File: config.mk
export PLATFORM = sky130hd
export DESIGN_NAME = cpu_debug_ctrl
export DESIGN_NICKNAME = d
export VERILOG_FILES = /design/src/rtl/cpu_debug_ctrl_pkg.sv /design/src/rtl/cpu_debug_ctrl_key.sv /design/src/rtl/cpu_debug_ctrl.sv
export SDC_FILE = /design/constraint.sdc
export NUM_CORES = 1
export LEC_CHECK = 0
export BUFFER_PORTS_ARGS = -buffer_cell sky130_fd_sc_hd__buf_2
export CAP_MARGIN = 20
export CORE_MARGIN = 1
export CORE_UTILIZATION = 35
export DETAILED_ROUTE_END_ITERATION = 10
export PLACE_DENSITY = 0.61
export SLEW_MARGIN = 20
export SYNTH_ARGS = -nofsm -noshare
export SYNTH_HDL_FRONTEND = slang
export SYNTH_SLANG_ARGS = --single-unit
export TNS_END_PERCENT = 30
File: constraint.sdc
create_clock -name clk -period 2.6 [get_ports clk]
set_input_delay 0.26 -clock clk [delete_from_list [all_inputs] [get_ports clk]]
set_output_delay 0.26 -clock clk [all_outputs]
set_load 0.03 [all_outputs]
File: src/rtl/cpu_debug_ctrl_pkg.sv
// cpu_debug_pkg: state encoding and synchronizer depth shared by cpu_debug_ctrl and its key front ends
package cpu_debug_pkg;
  typedef enum logic [1:0] {HALT = 2'd0, RUN = 2'd1, STEP = 2'd2, BREAK = 2'd3} state_e;
  localparam int SYNC_STAGES = 2;
endpackage

File: src/rtl/cpu_debug_ctrl_key.sv
// key_edge_detect: synchronizes a raw key level and emits one pulse per rising edge
module key_edge_detect
  import cpu_debug_pkg::*;
(
  input  logic clk,
  input  logic rst,
  input  logic key_i,
  output logic pulse_o
);
  logic [SYNC_STAGES:0] sync_q;
  logic [SYNC_STAGES:0] arm_q;
  // top stage of sync_q holds the previous synchronized level; arm_q masks edges until that stage
  // carries a real post-reset sample, so a key already held when reset releases never pulses
  always_ff @(posedge clk)
    if (rst) begin
      sync_q <= '0;
      arm_q  <= '0;
    end else begin
      sync_q <= {sync_q[SYNC_STAGES-1:0], key_i};
      arm_q  <= {arm_q[SYNC_STAGES-1:0], 1'b1};
    end
  assign pulse_o = sync_q[SYNC_STAGES-1] & ~sync_q[SYNC_STAGES] & arm_q[SYNC_STAGES];
endmodule

File: src/rtl/cpu_debug_ctrl.sv
// cpu_debug_ctrl: run/step/halt debug controller; breakpoint support under CPU_DEBUG_BREAKPOINT_EN
module cpu_debug_ctrl
  import cpu_debug_pkg::*;
#(
  parameter int W_ADDR    = 32,
  parameter int W_DATA    = 32,
  parameter int W_REG     = 5,
  parameter int RESET_REG = 10
) (
  input  logic              clk,
  input  logic              rst,
  input  logic              run_key,
  input  logic              step_key,
  input  logic              halt_key,
  input  logic              sel_key,
  input  logic              disp_sel,
  input  logic [W_ADDR-1:0] im_addr,
  input  logic [W_DATA-1:0] reg_data,
  input  logic [W_ADDR-1:0] bp_addr,
  input  logic              bp_valid,
  output logic              cpu_clk_en,
  output logic [W_REG-1:0]  reg_addr,
  output logic [W_DATA-1:0] display_value,
  output logic [1:0]        state,
  output logic [31:0]       instr_count
);
  state_e state_q, state_d;
  logic run_p, step_p, halt_p, sel_p, bp_hit;
  logic [W_REG-1:0] reg_addr_q;
  logic [W_DATA-1:0] disp_q;
  logic [31:0] cnt_q;
  key_edge_detect u_run  (.clk(clk), .rst(rst), .key_i(run_key),  .pulse_o(run_p));
  key_edge_detect u_step (.clk(clk), .rst(rst), .key_i(step_key), .pulse_o(step_p));
  key_edge_detect u_halt (.clk(clk), .rst(rst), .key_i(halt_key), .pulse_o(halt_p));
  key_edge_detect u_sel  (.clk(clk), .rst(rst), .key_i(sel_key),  .pulse_o(sel_p));
`ifdef CPU_DEBUG_BREAKPOINT_EN
  logic skip_bp_q, skip_bp_d;
  assign bp_hit = bp_valid && im_addr == bp_addr && !skip_bp_q;
  // leaving BREAK arms a one-shot bypass so the breakpoint instruction executes once on resume
  always_comb skip_bp_d = state_q == BREAK && (state_d == RUN || state_d == STEP) ? 1'b1 : cpu_clk_en ? 1'b0 : skip_bp_q;
  // bypass flag register
  always_ff @(posedge clk) skip_bp_q <= rst ? 1'b0 : skip_bp_d;
`else
  logic unused_bp;
  assign unused_bp = ^{bp_valid, bp_addr};
  assign bp_hit = 1'b0;
`endif
  assign cpu_clk_en = state_q == STEP || (state_q == RUN && !bp_hit);
  // halt wins from any state; STEP lasts one cycle; RUN ignores step/run and stops before a breakpoint
  always_comb state_d = halt_p || state_q == STEP ? HALT :
                        state_q == RUN ? (bp_hit ? BREAK : RUN) :
                        step_p ? STEP : run_p ? RUN : state_q;
  // state, register pointer, display latch and executed-instruction counter
  always_ff @(posedge clk)
    if (rst) begin
      state_q    <= HALT;
      reg_addr_q <= W_REG'(RESET_REG);
      disp_q     <= '0;
      cnt_q      <= '0;
    end else begin
      state_q    <= state_d;
      reg_addr_q <= reg_addr_q + W_REG'(sel_p);
      disp_q     <= disp_sel ? reg_data : W_DATA'(im_addr);
      cnt_q      <= cnt_q + 32'(cpu_clk_en);
    end
  assign reg_addr      = reg_addr_q;
  assign display_value = disp_q;
  assign state         = state_q;
  assign instr_count   = cnt_q;
endmodule

==> flow_summary.json <==
{
  "status": "complete, no violations",
  "crit_top_cell": "ha_1",
  "syn_inst": 345,
  "ys_seq_area_share_pct": 50.1,
  "synth_edf_count": 0,
  "wl_per_cell_um": 13.0,
  "grt_max_degree": 41,
  "antenna_left": 0,
  "grt_pass1_wl_um": 12500,
  "die_area_mm2": 0.0102,
  "hold_class": "primary input to register",
  "fin_crit_ns": 2.38,
  "rsz0062_at_grt": "false",
  "syn_nets": 456,
  "fillers": 950,
  "worstSkewPairLatency_ns": 0.35,
  "yosys_warnings": 0,
  "cp_slowest_cell": "or4_1",
  "synth-seq-cells": 86,
  "critical_path_arrival_ns": 2.66,
  "yosysUniqueCellTypes": 39,
  "cts_tree": "done",
  "slew_violations": 0,
  "io_pins": 176,
  "postCtsHoldBufs": 0,
  "dpl.hpwl_um": 5700,
  "synthFlopType": "dfxtp_1",
  "clk_path_buf_depth": 2,
  "setup-tns-final_ns": 0,
  "die_h_um": 101,
  "syn_area_per_cell_um2": 9.96,
  "htreeDepth": 3,
  "drt_iter0_markers": 77,
  "path_cells": "inv_1, ha_1, inv_1, ha_1, ha_1, and4_2, nand4_4, or4_1, a21oi_1",
  "period_share_pct": 91.5,
  "grt-ovfl-total": 0,
  "setup-violations-final": 0,
  "drc_errors": 0,
  "syn2layout_area_growth_pct": 30.3,
  "leakage_nw": 2.11,
  "drv_cap": 0,
  "slew_headroom_pct": 39.9,
  "initial_utilization_pct": 36.6,
  "grt_use_met1_pct": 18.5,
  "required_ns": 2.88,
  "slowest_delay_ns": 0.51,
  "cp_num_buf_inv": 2,
  "gp_congestion": 0.705,
  "vias_per_cell": 4.71,
  "cts.sinks": 86,
  "grt_pass1_vias": 2630,
  "cts_made_buffers": 9,
  "vdd_drop_max_mv": 0.270,
  "async_flop_share_pct": 0,
  "path_max_fanout": 8,
  "synth_area_mm2": 0.00343,
  "num_antenna_cells": 0,
  "dr_total_vias": 2905,
  "die_x_um": 101,
  "grt_usage_pct": 15.7,
  "core_mm2": 0.00937,
  "nets": 595,
  "clk_pin_slew_ns": 0.08,
  "critPathLaunchType": "register",
  "grtUsageMet3_pct": 3.47,
  "path_class": "register to register",
  "routed_wl_um": 8000,
  "cp_top_family": "simple AND/OR/NAND/NOR gates",
  "max_clock_freq_mhz": 420,
  "met2_usage_pct": 27.1,
  "firstDrtPassIters": 4,
  "gr-max-usage-layer": "met2",
  "timing_hold_violations_final": 0,
  "cts_root_buf": "clkbuf_8",
  "tightest_slew_ns": 0.901,
  "total_power_mw": 2.77,
  "layout-drive-gt1-share_pct": 36.1,
  "skew_ns": 0.00943,
  "powerDensity_mw_per_mm2": 619,
  "port_buffers": 142,
  "fp-row-count": 35,
  "grt_antenna_before_repair": 0,
  "cp-end-kind": "register"
}
-- worst reg2reg max path: stages, from the launching register on --
cell,delay (ns)
dfxtp_2,0.36
inv_1,0.05
ha_1,0.29
inv_1,0.09
ha_1,0.17
ha_1,0.20
and4_2,0.33
nand4_4,0.17
or4_1,0.51
a21oi_1,0.14
-- cell usage in the layout, fill, tap and decap left out, types with 8 or more instances in the layout --
| cell | count |
|---|---|
| nand4_1 | 11 |
| nand3_1 | 11 |
| mux2i_1 | 32 |
| buf_2 | 142 |
| dfxtp_1 | 85 |
| nor2b_1 | 18 |
| nand2_1 | 12 |
| o21ai_0 | 8 |
| inv_1 | 8 |
| nor2_1 | 49 |
| clkbuf_8 | 10 |
| a21oi_1 | 16 |
| xor2_1 | 12 |
-- metal layers --
metal,share of wire (%),up-vias,wire length [um]
li1,-,1479,-
met4,1.3,0,105
met1,43,1295,3480
met3,7.9,10,633
met5,0,-,0
met2,47,121,3780
-- where the power goes --
group	switching (mW)	internal (mW)
combinational	0.169	0.108
clock	0.456	0.659
sequential	0.0149	1.36
-- sequential cells by signal, summed over array words and instances (netlist names) --
name / count
display_value: 32
instr_count: 32
reg_addr: 5
state: 2
u_halt.sync_q: 3
u_run.sync_q: 3
u_sel.arm_q: 3
u_sel.sync_q: 3
u_step.sync_q: 3
-- layout make-up --
class,instances,area (um2),area share (%)
clock buffers,11,141,3.16
clock inverters,4,95.1,2.12
inverters,8,30.0,0.671
multi-input cells,232,1580,35.2
flip-flops and latches,86,1720,38.5
well taps,129,161,3.61
repair buffers,147,748,16.7
-- cell families after synthesis --
family	after synthesis	share of synthesized area (%)
AO/OA/AOI/OAI	36	6.16
XOR/XNOR	16	4.08
adder cells (fa/ha/maj)	7	2.55
buffers and inverters	28	4.37
flip-flops	86	50.1
multiplexers	33	9.65
AND/OR/NAND/NOR	139	23.1
-- metrics by stage --
step                      cell area (um2)  setup WS (ns)  util (%)  instances  hold slack [ns]
final                                4480          0.220      47.8        617            0.118
after global routing                 4480         0.0287      47.8        617            0.109
after CTS                            4450          0.133      47.5        615            0.101
after detailed placement             4220          0.172      45.0        600            0.428
after global placement               4220          0.199      45.0        600            0.421
after floorplan                      3440         0.0170         -        345            0.388
-- synth_stat cells, types with 4 or more instances --
library cell	n	area (um2)
or4_1	7	52.6
ha_1	7	87.6
xnor2_1	4	35.0
nor2b_1	18	113
dfxtp_1	86	1720
nand2_1	12	45.0
inv_1	8	30.0
xor2_1	12	105
o31ai_1	7	52.6
mux2i_1	32	320
buf_6	4	45.0
nand4_1	11	68.8
nand3_1	11	55.1
a21oi_1	16	80.1
and4_1	7	61.3
o21ai_0	8	40.0
clkbuf_1	7	26.3
nor2_1	49	184
or3_1	6	37.5
-- final timing paths --
check	from	end	slack (ns)	cells after the start
setup reg to reg	state[0]$_SDFFE_PP0P_	instr_count[26]$_SDFF_PP0_	0.22	9
hold / removal	sel_key	u_sel.sync_q[0]$_SDFF_PP0_	0.12	2
hold reg to reg	u_sel.arm_q[0]$_DFF_P_	u_sel.arm_q[1]$_SDFF_PP0_	0.45	1
setup / recovery	state[0]$_SDFFE_PP0P_	instr_count[26]$_SDFF_PP0_	0.22	9
-- timing repair --
| action | 4_1_cts | 5_1_grt |
|---|---|---|
| resized for setup | 0 | 1 |
| setup buffers | 0 | 1 |
| setup endpoints to repair | 0 | 6 |
| endpoints found under the hold margin | 0 | 0 |
Note: power is estimated with default switching activity, not from simulation.
